[config.mk]
export PLATFORM = sky130hd
export DESIGN_NAME = iterative_divider
export DESIGN_NICKNAME = d
export VERILOG_FILES = /design/src/rtl/iterative_divider.sv
export SDC_FILE = /design/constraint.sdc
export NUM_CORES = 1
export LEC_CHECK = 0
export ABC_AREA = 1
export CORE_MARGIN = 2
export CORE_UTILIZATION = 53
export CTS_CLUSTER_DIAMETER = 30
export DETAILED_ROUTE_END_ITERATION = 7
export GPL_ROUTABILITY_DRIVEN = 0
export PLACE_DENSITY = 0.78
export SYNTH_ARGS = -nofsm -noshare
export SYNTH_HDL_FRONTEND = slang
export SYNTH_SLANG_ARGS = --single-unit
export TNS_END_PERCENT = 5
[constraint.sdc]
create_clock -name clk -period 5.32 [get_ports clk]
set_input_delay 0.532 -clock clk [delete_from_list [all_inputs] [get_ports clk]]
set_output_delay 0.532 -clock clk [all_outputs]
set_load 0.02 [all_outputs]
[src/rtl/iterative_divider.sv]
// Radix-2 restoring divider for DIV/DIVU: one quotient bit per cycle on operand
// magnitudes, with two's-complement sign fix-up applied in the FINISH cycle.
module iterative_divider #(
    parameter int WIDTH = 32
) (
    input  logic             clk,
    input  logic             rst,
    input  logic             start,
    input  logic             is_signed,
    input  logic [WIDTH-1:0] dividend,
    input  logic [WIDTH-1:0] divisor,
    output logic             busy,
    output logic             done,
    output logic [WIDTH-1:0] quotient,
    output logic [WIDTH-1:0] remainder,
    output logic             div_zero,
    output logic             zero_flag
);

    localparam int CNT_W = $clog2(WIDTH);
    localparam logic [CNT_W-1:0] CNT_LAST = CNT_W'(WIDTH - 1);

    localparam logic [1:0] S_IDLE   = 2'd0;
    localparam logic [1:0] S_CALC   = 2'd1;
    localparam logic [1:0] S_FINISH = 2'd2;

    function automatic logic [WIDTH-1:0] neg2c(input logic [WIDTH-1:0] v);
        return (~v) + WIDTH'(1);
    endfunction

    function automatic logic [WIDTH-1:0] abs_mag(input logic [WIDTH-1:0] v,
                                                 input logic             sgn_en);
        return (sgn_en && v[WIDTH-1]) ? neg2c(v) : v;
    endfunction

    // Control and output state
    logic [1:0]       state_q,     state_d;
    logic [CNT_W-1:0] cnt_q,       cnt_d;
    logic             busy_q,      busy_d;
    logic             done_q,      done_d;
    logic [WIDTH-1:0] quotient_q,  quotient_d;
    logic [WIDTH-1:0] remainder_q, remainder_d;
    logic             div_zero_q,  div_zero_d;
    logic             zero_flag_q, zero_flag_d;

    // Datapath state (no reset needed; always loaded on accept)
    logic [WIDTH-1:0] dsr_q,       dsr_d;
    logic [WIDTH-1:0] quo_q,       quo_d;
    logic [WIDTH-1:0] rem_q,       rem_d;
    logic [WIDTH-1:0] raw_dvd_q,   raw_dvd_d;
    logic             neg_quo_q,   neg_quo_d;
    logic             neg_rem_q,   neg_rem_d;
    logic             dz_q,        dz_d;

    logic [WIDTH:0]          shifted;
    logic signed [WIDTH:0]   trial;
    logic [WIDTH-1:0]        q_fin;
    logic [WIDTH-1:0]        r_fin;

    always_comb begin
        state_d     = state_q;
        cnt_d       = cnt_q;
        busy_d      = busy_q;
        done_d      = 1'b0;
        quotient_d  = quotient_q;
        remainder_d = remainder_q;
        div_zero_d  = div_zero_q;
        zero_flag_d = zero_flag_q;
        dsr_d       = dsr_q;
        quo_d       = quo_q;
        rem_d       = rem_q;
        raw_dvd_d   = raw_dvd_q;
        neg_quo_d   = neg_quo_q;
        neg_rem_d   = neg_rem_q;
        dz_d        = dz_q;

        // The remainder never exceeds the divisor, so a 32-bit store plus the
        // incoming dividend bit is enough to form the 33-bit partial remainder.
        shifted = {rem_q, quo_q[WIDTH-1]};
        trial   = $signed(shifted) - $signed({1'b0, dsr_q});

        q_fin = neg_quo_q ? neg2c(quo_q) : quo_q;
        r_fin = neg_rem_q ? neg2c(rem_q) : rem_q;
        if (dz_q) begin
            q_fin = '1;
            r_fin = raw_dvd_q;
        end

        case (state_q)
            S_IDLE: begin
                if (start) begin
                    dsr_d     = abs_mag(divisor, is_signed);
                    quo_d     = abs_mag(dividend, is_signed);
                    rem_d     = '0;
                    raw_dvd_d = dividend;
                    neg_quo_d = is_signed & (dividend[WIDTH-1] ^ divisor[WIDTH-1]);
                    neg_rem_d = is_signed & dividend[WIDTH-1];
                    dz_d      = (divisor == '0);
                    cnt_d     = '0;
                    busy_d    = 1'b1;
                    state_d   = S_CALC;
                end
            end

            S_CALC: begin
                if (!trial[WIDTH]) begin
                    rem_d = trial[WIDTH-1:0];
                    quo_d = {quo_q[WIDTH-2:0], 1'b1};
                end else begin
                    rem_d = shifted[WIDTH-1:0];
                    quo_d = {quo_q[WIDTH-2:0], 1'b0};
                end
                cnt_d = cnt_q + CNT_W'(1);
                if (cnt_q == CNT_LAST) begin
                    state_d = S_FINISH;
                end
            end

            S_FINISH: begin
                quotient_d  = q_fin;
                remainder_d = r_fin;
                div_zero_d  = dz_q;
                zero_flag_d = (q_fin == '0);
                done_d      = 1'b1;
                busy_d      = 1'b0;
                state_d     = S_IDLE;
            end

            default: begin
                busy_d  = 1'b0;
                state_d = S_IDLE;
            end
        endcase
    end

    always_ff @(posedge clk) begin
        if (rst) begin
            state_q     <= S_IDLE;
            cnt_q       <= '0;
            busy_q      <= 1'b0;
            done_q      <= 1'b0;
            quotient_q  <= '0;
            remainder_q <= '0;
            div_zero_q  <= 1'b0;
            zero_flag_q <= 1'b1;
        end else begin
            state_q     <= state_d;
            cnt_q       <= cnt_d;
            busy_q      <= busy_d;
            done_q      <= done_d;
            quotient_q  <= quotient_d;
            remainder_q <= remainder_d;
            div_zero_q  <= div_zero_d;
            zero_flag_q <= zero_flag_d;
        end
    end

    always_ff @(posedge clk) begin
        dsr_q     <= dsr_d;
        quo_q     <= quo_d;
        rem_q     <= rem_d;
        raw_dvd_q <= raw_dvd_d;
        neg_quo_q <= neg_quo_d;
        neg_rem_q <= neg_rem_d;
        dz_q      <= dz_d;
    end

    assign busy      = busy_q;
    assign done      = done_q;
    assign quotient  = quotient_q;
    assign remainder = remainder_q;
    assign div_zero  = div_zero_q;
    assign zero_flag = zero_flag_q;

endmodule

==> results.md, run 1 <==
* Relative slew margins at 31.2%
* Vias/cell at 5.64
* CTS Sinks at 206
* Gate power share at 22.0%
* CP Launch Point: state_q[1]
* Slowest CP cell: dfxtp_1
* Die X at 162 um
* Power per cell area at 368 nW/um2
* Remaining DRCs at 0
* Leak at 6.91 nW
* Max Cap Viol at 0
* Post-CTS setup buffers at 0
* Critical-path cell list: inv_1 -> nor2_4 -> buf_4 -> inv_2 -> buf_4 -> nor2_1 -> nand2_1 -> nor3_1 -> nand3_1 -> nor2_1 -> nand3_1 -> nor2_1 -> nand3_1 -> nand2_1
* Flop-to-flop setup slack at 2.26 ns
* Commonest cells after routing, fill and taps aside: 386 x nand2_1, 294 x nor2_1, 193 x inv_1
* Drt pass-1 iters at 5
* Slew @ Worst Pin at 1.03 ns
* Clock root buffer master: clkbuf_16
* Fillers at 2033
* Grt total ovfl at 0
* First-pass GRT wire length at 60400 um
* Setup TNS at 0 ns
* NetSw at 1.93 mW
* Clock Skews at 0.0304 ns
* Layout cells sized above 1 at 5.95%
* Synthesized cell area at 13300 um2
* Worst path bufs/invs at 4
* Initial antenna violation count at 2
* Final Hold Fails at 0
* Critical R2R Launch: state_q[1]
* Tmin final at 3.06 ns
* Final setup fails at 0
* GRT Total Usage at 28.6%
* Final WL at 37600 um
* CTS Hold Buffers Added at 0
* H-tree levels at 2
* Synth area leaders: edfxtp_1 30%, dfxtp_1 11%, nand2_1 11%
* Worst hold path class: reg2reg
* Nets at 2055
* Largest delay contributor family on the critical path: simple AND/OR/NAND/NOR gates
* Netlist cell types at 47
* Part of the cycle the worst path needs at 57.5%
* Sequential fraction of the synthesis area at 40.9%
* Initial Util at 54.3%
* Synth top area share at 29.6%
* Hold path depth at 2
* Switching share of power at 32.1%
* CP Launch Type: flip-flop
* Largest net degree at the start of global routing at 84
* Wire length per cell at 16.3 um
* Num CTS Buffers at 43
* Synth area leader: edfxtp_1
* Dpl ws at 2.25 ns
* Initial drt markers at 1403
* Die footprint at 26300 um2
* Maximum clock path buffer count at 3
* Critical R2R Capture: zero_flag
* Hold path startpoint: remainder[28]
* Worst-path clk slew at 0.05 ns
* Int Power at 4.08 mW
* Total core area at 24500 um2
* Clock Power Share at 45.1%
* Final Slew Violations at 0
* Crit Path Category: reg2reg
* I/O Pins at 136
* Clock Latency Late Sink at 0.54 ns
* Core Rows at 57
* Setup ws final at 2.26 ns
* Worst vdd ir at 234 uV
* Syn Area/Cell at 7.30 um2
* Syn-to-layout area delta at 23.1%
* Critical path arrival at 3.53 ns
* RSZ-0062 raised after global routing: false
* Post-synthesis register bit count at 206
* Die Ht at 162 um
* Worst hold endpoint: remainder[28]
* Share of total power in sequential cells at 32.9%
* Port Buf Inserts at 135
* Commonest non-fill, non-tap cell in the layout: nand2_1
* R2R cell count at 14
* Number of global-route vias before repair at 12180
* Synth Warn # at 0
* Post-cts resize count at 0
* Antenna-violating nets left at 0
* Synth Instances at 1819
* Crit. End Element: flip-flop
* CP max FO at 78
* Post-synthesis net count at 1926
* Critical path's largest stage delay at 0.45 ns
* HPWL Detailed at 27700 um
* Max Clock Freq at 0.327 GHz
* Status: complete, no violations
* Critical path required time at 5.80 ns
* Vias at 13010
* CTS tree: done
-- cells in the mapped netlist (all sizes together) --
library cell	count
nand2	392
nor2	300
inv	196
o21ai	151
nand3	138
a21oi	133
edfxtp	131
xor2	78
dfxtp	75
clkbuf	39
ha	38
nor3	27
buf	21
nand4	14
o211ai	14
xnor2	13
nand3b	12
nor4	8
or2	8
o31ai	6
o21a	5
o21bai	4
o221ai	3
a21boi	2
a21o	2
and2	2
clkinv	2
a221oi	1
a22oi	1
a31oi	1
fa	1
o22ai	1
-- routing by layer --
layer,vias up,global-route usage (%),wire (um)
li1,6307,-,-
met1,5992,39.9,16300
met2,617,44.5,16500
met3,92,4.85,3560
met4,2,11.0,1300
met5,-,0,11
-- power by group through the flow --
stage	combinational (mW)	sequential, mW	clock (mW)
floorplan	0.965	1.96	0
global placement	1.25	2.00	0
detailed placement	1.28	2.01	0
CTS	1.29	1.98	2.73
global route	1.48	1.99	2.81
finish	1.32	1.98	2.71
-- how the worst max path moves through the flow --
stage / slack [ns] / cells after the start / endpoint
6_report: 2.26 / 14 / zero_flag
4_1_cts: 2.29 / 14 / zero_flag
5_1_grt: 1.98 / 14 / zero_flag
3_5_place_dp: 2.25 / 7 / quo_q[29]
3_3_place_gp: 2.37 / 7 / quo_q[29]
2_1_floorplan: 0.87 / 4 / quo_q[0]
-- worst reg2reg max path: stages (launching register included) --
cell	delay [ns]
dfxtp_1	0.45
inv_1	0.12
nor2_4	0.08
buf_4	0.45
inv_2	0.07
buf_4	0.38
nor2_1	0.44
nand2_1	0.09
nor3_1	0.23
nand3_1	0.15
nor2_1	0.16
nand3_1	0.09
nor2_1	0.13
nand3_1	0.09
nand2_1	0.07
-- registers in the layout, summed over array words and instances, names as in the netlist --
name / flops
quotient: 32
done: 1
neg_quo_q: 1
state_q: 2
raw_dvd_q: 32
neg_rem_q: 1
remainder: 32
quo_q: 32
busy: 1
dsr_q: 32
dz_q: 1
div_zero: 1
cnt_q: 5
zero_flag: 1
rem_q: 32
-- logic make-up after synthesis --
family / share of synthesized area [%]
adder cells (fa/ha/maj): 3.73
buffers and inverters: 7.67
AO/OA/AOI/OAI: 13.1
XOR/XNOR: 6.00
flip-flops: 40.9
AND/OR/NAND/NOR: 28.6
-- per-stage QoR --
step / instance area [um2] / util, % / cells / total power [mW] / hold slack (ns)
CTS: 16300 / 66.8 / 2307 / 6.00 / 0.466
global placement: 14800 / 60.7 / 2227 / 3.25 / 0.455
global route: 16300 / 66.8 / 2307 / 6.28 / 0.486
detailed placement: 14800 / 60.7 / 2227 / 3.29 / 0.457
finish: 16300 / 66.8 / 2308 / 6.01 / 0.462
floorplan: 13300 / - / 1819 / 2.93 / 0.445
-- cell type report --
class	count	area [um2]	share of cell area, %
Multi-Input combinational cell	1355	6850	41.9
Sequential cell	206	5440	33.3
Timing Repair Buffer	144	1410	8.65
Clock buffer	49	1150	7.04
Inverter	198	743	4.55
Tap cell	324	405	2.48
Clock inverter	31	345	2.11
Antenna cell	1	2.50	0.0153
(Power assumes the default switching activity.)
==> inputs of run 2 (changes only) <==
Clock period 5.32 ns to 2.8 ns, I/O delays scaled along.
==> run 2 against run 1 <==
Net effect:
- first-iteration DRC count up 0.14%
- global-route usage up 0.42 points
- critical path depth is 3 lower
- die area is the same
- total power grew 98%
- core utilization is 1.4 points higher
- sequential power up 91%
- setup slack got worse by 2.1 ns
- design area is 2.0% higher
- clock power grew 100%
==> results.md, run 2 (synthesis results as in run 1) <==
* Clock Skews at 0.0176 ns (was 0.0304 ns)
* Clock Latency Late Sink at 0.53 ns (was 0.54 ns)
* Grt total ovfl at 0 (unchanged)
* Crit path capture: rem_q[25] (was zero_flag)
* CTS tree: done (unchanged)
* Syn-to-layout area delta at 25.6% (was 23.1%)
* Vias/cell at 5.69 (was 5.64)
* Part of the cycle the worst path needs at 95.8% (was 57.5%)
* CTS Sinks at 206 (unchanged)
* Num CTS Buffers at 46 (was 43)
* Commonest non-fill, non-tap cell in the layout: nand2_1 (unchanged)
* Final Slew Violations at 0 (unchanged)
* Initial drt markers at 1405 (was 1403)
* Inserted Diodes at 0 (was 1)
* Remaining DRCs at 0 (unchanged)
* CP max FO at 18 (was 78)
* Layout cells sized above 1 at 6.88% (was 5.95%)
* Worst-path clk slew at 0.05 ns (about the same)
* Largest net degree at the start of global routing at 83 (was 84)
* Fillers at 2001 (was 2033)
* Crit. End Element: flip-flop (unchanged)
* Critical R2R Launch: rem_q[18] (was state_q[1])
* Status: complete, no violations (unchanged)
* R2R cell count at 11 (was 14)
* Maximum clock path buffer count at 3 (unchanged)
* Relative slew margins at 46.7% (was 31.2%)
* HPWL Detailed at 28400 um (was 27700 um)
* Vias at 13252 (was 13010)
* Most used cell along the critical path: nor2_1
* Max Clock Freq at 0.373 GHz (was 0.327 GHz)
* Final setup fails at 0 (unchanged)
* Final WL at 38800 um (was 37600 um)
* Critical path's largest stage delay at 0.43 ns (was 0.45 ns)
* CP Launch Point: rem_q[18] (was state_q[1])
* Drt pass-1 iters at 7 (was 5)
* Critical path required time at 3.07 ns (was 5.80 ns)
* Antenna-violating nets left at 0 (unchanged)
* Power per cell area at 713 nW/um2 (was 368 nW/um2)
* Crit Path Category: reg2reg (unchanged)
* Wire length per cell at 16.7 um (was 16.3 um)
* Die X at 162 um (unchanged)
* Max Cap Viol at 0 (unchanged)
* Initial Util at 54.3% (unchanged)
* Core Rows at 57 (unchanged)
* Total core area at 24500 um2 (unchanged)
* Leak at 7.08 nW (was 6.91 nW)
* Die footprint at 26300 um2 (unchanged)
* Slowest CP cell: edfxtp_1 (was dfxtp_1)
* Critical path arrival at 2.95 ns (was 3.53 ns)
* H-tree levels at 2 (unchanged)
* I/O Pins at 136 (unchanged)
* First-pass GRT wire length at 61200 um (was 60400 um)
* Hold slack at 0.224 ns (was 0.462 ns)
* Nets at 2076 (was 2055)
* GRT Total Usage at 29.0% (was 28.6%)
* Die Ht at 162 um (unchanged)
* Post-CTS setup buffers at 0 (unchanged)
* Clock root buffer master: clkbuf_16 (unchanged)
* CP Launch Type: flip-flop (unchanged)
* Flop-to-flop setup slack at 0.12 ns (was 2.26 ns)
* Final Hold Fails at 0 (unchanged)
* Worst hold path class: in2reg (was reg2reg)
* Tmin final at 2.68 ns (was 3.06 ns)
* Critical-path cell list: ha_1 -> a21oi_1 -> o21ai_0 -> a21oi_1 -> nor2_1 -> nor2_2 -> nand2_2 -> nand2_4 -> nand2_8 -> nor2_1 -> nor2_1 (was inv_1 -> nor2_4 -> buf_4 -> inv_2 -> buf_4 -> nor2_1 -> nand2_1 -> nor3_1 -> nand3_1 -> nor2_1 -> nand3_1 -> nor2_1 -> nand3_1 -> nand2_1)
* RSZ-0062 raised after global routing: true (was false)
* Utilization after layout at 68.2% (was 66.8%)
* Slew @ Worst Pin at 0.800 ns (was 1.03 ns)
* Commonest cells after routing, fill and taps aside: 386 x nand2_1, 293 x nor2_1, 193 x inv_1 (was 386 x nand2_1, 294 x nor2_1, 193 x inv_1)
* Number of global-route vias before repair at 12296 (was 12180)
* Worst vdd ir at 528 uV (was 234 uV)
* Port Buf Inserts at 135 (unchanged)
* Initial antenna violation count at 0 (was 2)
* Critical R2R Capture: rem_q[25] (was zero_flag)
## run 2: cell types whose count changed in the layout (fill, tap and decap cells not counted), moves of 2 or more
cell / delta
clkinv_2: -3
clkinv_8: -2
clkbuf_1: +2
clkinv_1: +3
buf_4: +14
clkbuf_16: +8
buf_12: +4
## run 2: power by group
part | switching (mW) | internal [mW]
sequential | 0.252 | 3.54
clock | 1.76 | 3.73
combinational | 1.69 | 0.914
total | 3.70 | 8.19
## run 2: worst min-delay path by stage
stage,from,to,slack (ns),cells after the start
2_1_floorplan,divisor[0],dsr_q[0],0.38,0
3_3_place_gp,cnt_q[4],cnt_q[4],0.45,2
3_5_place_dp,remainder[19],remainder[19],0.45,2
4_1_cts,rst,remainder[22],0.22,2
5_1_grt,rst,remainder[22],0.24,2
6_report,rst,remainder[22],0.22,2
## run 2: timing repair
action / CTS / global route
endpoints found under the setup margin: 0 / 33
gates resized for setup: 0 / 3
hold buffers: 0 / 0
## run 2: worst max-delay path: cells and delay by family, from the launching register on
kind                       cells  cell delay, ns
AOI/OAI and AO/OA              3            0.64
adders and majority gates      1            0.36
DFF                            1            0.43
and+or+nand+nor                7            0.99
## run 2: area by class of cell
type	instances	area, um2	area share (%)
inverter	198	747	4.48
tap	324	405	2.43
sequential	206	5440	32.6
clock inverter	25	244	1.46
clock buffer	60	1370	8.22
timing repair buffer	162	1600	9.59
multi-input combinational	1355	6870	41.2
## run 2: stage by stage
step | TNS, ns | power, mW | setup WS (ns) | cell area (um2) | cells
4_1_cts | 0 | 11.8 | 0.0363 | 16700 | 2330
3_5_place_dp | 0 | 6.33 | 0.0410 | 15000 | 2245
3_3_place_gp | 0 | 6.25 | 0.136 | 15000 | 2245
2_1_floorplan | 0 | 5.56 | 0.0835 | 13300 | 1819
6_report | 0 | 11.9 | 0.117 | 16700 | 2330
5_1_grt | -0.254 | 12.4 | -0.0481 | 16700 | 2330
## run 2: layer usage
metal	routed length (um)	global-route usage (%)	part of all wire, %
met1	16100	40.0	42
met2	17200	45.0	44
met3	4200	6.46	11
met4	1280	10.4	3.3
met5	0	0	0
